File: src/rtl/lab3_universal_shift_register.sv
// Universal shift register: hold, shift right, shift left or parallel load, with
// complement/serial taps and a one-cycle-delayed pattern-match flag.
module lab3_universal_shift_register #(
  parameter int unsigned WIDTH = 4
) (
  input  logic             clock,
  input  logic             reset_n,
  input  logic             enable,
  input  logic [1:0]       mode,
  input  logic             sin_msb,
  input  logic             sin_lsb,
  input  logic [WIDTH-1:0] D,
  input  logic [WIDTH-1:0] pattern,
  output logic [WIDTH-1:0] Q,
  output logic [WIDTH-1:0] NQ,
  output logic             sout_lsb,
  output logic             sout_msb,
  output logic             match
);

  localparam logic [1:0] ModeHold  = 2'b00;
  localparam logic [1:0] ModeRight = 2'b01;
  localparam logic [1:0] ModeLeft  = 2'b10;
  localparam logic [1:0] ModeLoad  = 2'b11;

  logic [WIDTH-1:0] q_q, q_d;
  logic             match_q, match_d;

  // mode is only decoded under enable so an undriven mode cannot disturb a hold.
  always_comb begin
    q_d = q_q;
    if (enable) begin
      unique case (mode)
        ModeHold:  q_d = q_q;
        ModeRight: q_d = {sin_msb, q_q[WIDTH-1:1]};
        ModeLeft:  q_d = {q_q[WIDTH-2:0], sin_lsb};
        ModeLoad:  q_d = D;
        default:   q_d = q_q;
      endcase
    end
  end

  // Compares the pre-edge contents, so the flag trails Q by one clock.
  always_comb begin
    match_d = (q_q == pattern);
  end

  always_ff @(posedge clock or negedge reset_n) begin
    if (!reset_n) begin
      q_q     <= '0;
      match_q <= 1'b0;
    end else begin
      q_q     <= q_d;
      match_q <= match_d;
    end
  end

  always_comb begin
    Q        = q_q;
    NQ       = ~q_q;
    sout_lsb = q_q[0];
    sout_msb = q_q[WIDTH-1];
    match    = match_q;
  end

endmodule

File: config.mk
export PLATFORM = sky130hd
export DESIGN_NAME = lab3_universal_shift_register
export DESIGN_NICKNAME = d
export VERILOG_FILES = /design/src/rtl/lab3_universal_shift_register.sv
export SDC_FILE = /design/constraint.sdc
export NUM_CORES = 1
export LEC_CHECK = 0
export BUFFER_PORTS_ARGS = -buffer_cell sky130_fd_sc_hd__clkbuf_2
export CAP_MARGIN = 25
export CORE_AREA = 3 3 40 42
export CTS_CLUSTER_DIAMETER = 120
export DETAILED_ROUTE_END_ITERATION = 10
export DIE_AREA = 0 0 43 45
export HOLD_SLACK_MARGIN = 0.06
export PLACE_DENSITY = 0.64
export SLEW_MARGIN = 10
export SYNTH_ARGS = -nofsm -noshare
export SYNTH_HDL_FRONTEND = slang
export SYNTH_SLANG_ARGS = --single-unit
File: constraint.sdc
create_clock -name clock -period 2.62 [get_ports clock]
set_clock_uncertainty 0.1 [all_clocks]
set_input_delay 0.131 -clock clock [delete_from_list [all_inputs] [get_ports clock]]
set_output_delay 0.131 -clock clock [all_outputs]
set_load 0.02 [all_outputs]
## Word-level counts from Yosys, hierarchy flattened

Index checks and enable logic that the tools add are counted.

| cells by class | value |
|---|---|
| reductions and logical operators | 2 |
| equal/unequal tests | 4 |
| bitwise operators | 2 |
| mux-type cells | 1 |

Operators with widths:

| kind | number |
|---|---|
| $pmux W4 S3 | 1 |
| $eq A2 B2 Y1 const B | 2 |
| $eq A4 B4 Y1 | 1 |
| $not A4 Y4 | 1 |
| $eq A2 B1 Y1 const B | 1 |
| $logic_not A2 Y1 | 1 |
| $reduce_and A2 Y1 | 1 |
| $not A1 Y1 | 1 |

| storage, ports and cells | value |
|---|---|
| output and inout port bits | 11 |
| register bits after elaboration | 5 |

## Depth between registers and ports, before layout

| depth | value |
|---|---|
| word-level depth | 3 |
| gate-level depth with buffers | 4 |

## Least setup slack after synthesis

Ideal clock, no wire load.

| timing path | value |
|---|---|
| path type | reg-to-reg |
| start | reg q_q[2] (netlist: Q[2]) |
| end | reg q_q[3] (netlist: Q[3]) |
| clock period less this slack | 1.215 ns |
| arrival | 0.992 ns |
| data required time | 2.397 ns |
| stages on the path, launching flop included | 4 |
| path slack | 1.405 ns |
| setup time | 0.123 ns |
| cells stage by stage | dfrtp_1 > and2b_1 > a211o_1 > o221a_2 |

| between the ends | value |
|---|---|
| longest elaborated chain between the ends | 1 |

Ends and longest elaborated chain:

| element | line | source |
|---|---|---|
| start, declared | 26 | `logic [WIDTH-1:0] q_q, q_d;` |
| start signal, assigned | 53 | `q_q <= q_d;` |
| $pmux W4 S3 | 33 | `unique case (mode)` |

No other way between the ends.
A chain may end at the register's enable or synchronous reset.

## Worst setup path in the final report

| timing path | value |
|---|---|
| start | reg q_q[1] (netlist: Q[1]) |
| end | out NQ[1] |

| between the ends | value |
|---|---|
| longest elaborated chain between the ends | 1 |

Ends and longest elaborated chain:

| element | line | source |
|---|---|---|
| $not A4 Y4 | 60 | `NQ = ~q_q;` |
| end, declared | 15 | `output logic [WIDTH-1:0] NQ,` |

No other way between the ends.

==> results_dict.tcl <==
set metrics [dict create \
    status "complete, no violations" \
    grt_max_degree 13 \
    ioPinCount 26 \
    nNetsFinal 81 \
    fin_cells 80 \
    crit_path_max_incr_delay_ns 0.42 \
    place_hpwl_um 728 \
    clk_latency_ns 0.23 \
    clockPowerShare 0.260 \
    netlist_instances 39 \
    netSwitchingFraction 0.384 \
    detail_route.vias_per_cell 4.70 \
    drive_above_1_share 0.462 \
    use_met3 0.0319 \
    grt_pass1_wl_um 1520 \
    timing.slew.headroom 0.830 \
    cp_slowest_cell "dfrtp_1" \
    busiest_layer "met2" \
    gp_congestion 0.723 \
    cts_inserted_buffers 3 \
    synth_common_cells "dfrtp_1, inv_1, xor2_1" \
    final-setup-viol-count 0 \
    wl_um 872 \
    cts_buffer_depth 2 \
    timing.final.crit_share 0.450 \
    leakage_nw 0.285 \
    end_kind "primary output" \
    ys_types 17 \
    n_antenna_cell 0 \
    period_minus_slack_ns 1.18 \
    holdWs_ns 0.0830 \
    maxCapViolations 0 \
    row_count 13 \
    antenna_found_initial 0 \
    drtIter0Drc 3 \
    path_class "reg2out" \
    cp.required_ns 2.39 \
    netlist_area_um2 370 \
    ys_top_cells_by_area "dfrtp_1, xor2_1, mux2i_1" \
    pwr-share-seq 0.328 \
    ys_async_sr_fraction 1.00 \
    internal_power_mw 0.204 \
    hp-class "in2reg" \
    die_w_um 43 \
    first_global_vias 382 \
    clkTransAtPathRegs_ns 0.04 \
    p_switching_mw 0.127 \
    slew_viol_final 0 \
    fp.coreArea_um2 1280 \
    grtUsageMet1 0.118 \
    critPathArrivalTime_ns 0.95 \
    yosys.area.top_type "dfrtp_1" \
    track_usage 0.107 \
    path_cells "inv_1, clkbuf_2" \
    rsz0062_at_grt "no" \
    drc_errors 0 \
    port_buffers 25 \
    powerDensity_nw_per_um2 640 \
    cpLargestDelayFamily "flip-flops" \
    clk_root_buffer_cell "clkbuf_4" \
    numClockSinks 5 \
    combPwrFrac 0.411 \
    yosysSeqAreaShare 0.338 \
    ant_nets 0 \
    synth_fp_nets 54 \
    final.setup.tns_ns 0 \
    area_delta_synth_final_pct 39.5 \
    critPathLaunchType "flop" \
    htreeDepth 1 \
    ir_worst_vdd_v 0.000152 \
    cts_tree "yes" \
    synth_edf_count 0 \
    synthDominantCellAreaShare 0.338 \
    tightestPinTransition_ns 0.253 \
    r2r_setup_slack_ns 1.47 \
    ctsHoldBuffers 1 \
    die_y_um 45 \
    vias 376 \
    cts_setup_buffers 0 \
    avgRoutedWirePerCell_um 10.9 \
    met2_usage 0.174 \
    yosys_warnings 0 \
    hold_violations 0 \
    grt_overflow_total 0 \
    numPlacedInstances 75 \
    ctsResizeCount 0 \
    cp_max_fo 5 \
    critPathBufInv 2 \
    fmax_ghz 0.848 \
    ys_seq_elements 5 \
    die-area_um2 1940 \
    synth_area_per_cell_um2 9.50 \
    ys.flop_type "dfrtp_1" \
    fillers 136 \
    start_util 0.288 \
    dr.pass1.iters 2 \
]
## layout make-up
cell class	instances	area, µm²	share of cell area
multi-input cells	25	193	0.373
flip-flops and latches	5	125	0.242
clock buffers	4	26.3	0.0508
repair buffers	26	135	0.262
inverters	5	18.8	0.0363
well taps	15	18.8	0.0363
## sequential cells by signal, indices dropped and copies added (netlist names)
name	flops
match	1
Q	4
## logic make-up (layout without fill, tap and decap cells)
group                  Yosys count  count (layout)  synth area share
AO/OA/AOI/OAI                   12              12             0.240
XOR/XNOR                         4               4            0.0946
buffers and inverters            9              35             0.142
flip-flops                       5               5             0.338
multiplexers                     3               3            0.0811
AND/OR/NAND/NOR                  6               6             0.105
## through the flow
step                utilization  power (mW)  setup WS (ns)  cell area [µm²]
floorplan                     -       0.204           1.41              370
global placement          0.374       0.245           1.49              480
detailed placement        0.374       0.246           1.47              480
CTS                       0.402       0.337           1.42              517
global route              0.402       0.356           1.36              517
finish                    0.402       0.331           1.44              517
## power by group through the flow
stage | combinational, mW | sequential, mW | clock, mW
2_1_floorplan | 0.0806 | 0.123 | 0
6_report | 0.136 | 0.109 | 0.0861
3_3_place_gp | 0.136 | 0.109 | 0
4_1_cts | 0.138 | 0.109 | 0.0901
3_5_place_dp | 0.136 | 0.110 | 0
5_1_grt | 0.149 | 0.113 | 0.0940
## layer usage
layer | up-vias | part of all wire
met2 | 17 | 0.49
li1 | 189 | -
met4 | 0 | 0
met5 | - | 0
met3 | 0 | 0.095
met1 | 170 | 0.41
## worst paths after layout
kind | endpoint | startpoint | cells after the start
max in group asynchronous | Q[0]$_DFFE_PN0P_ | reset_n | 2
min in group asynchronous | match$_DFF_PN0_ | reset_n | 2
min reg2reg | match$_DFF_PN0_ | Q[2]$_DFFE_PN0P_ | 2
max reg2reg | Q[3]$_DFFE_PN0P_ | Q[2]$_DFFE_PN0P_ | 3
min | Q[1]$_DFFE_PN0P_ | mode[1] | 2
max | NQ[1] | Q[1]$_DFFE_PN0P_ | 2
## cell usage in the layout (no fill, tap or decap)
master,netlist,routed
clkbuf_2,0,25
dfrtp_1,5,5
inv_1,5,5
xor2_1,4,4
mux2i_1,3,3
o22ai_1,3,3
o21bai_1,3,3
clkbuf_4,0,3
a31oi_1,2,2
nand3_1,2,2
o21a_1,2,2
nor4_1,1,1
and2b_1,1,1
nand2_4,1,1
nor2_1,1,1
a211o_1,1,1
o221a_2,1,1
clkbuf_1,0,1
dlygate4sd3_1,0,1
Power figures use the tool's default switching activity.
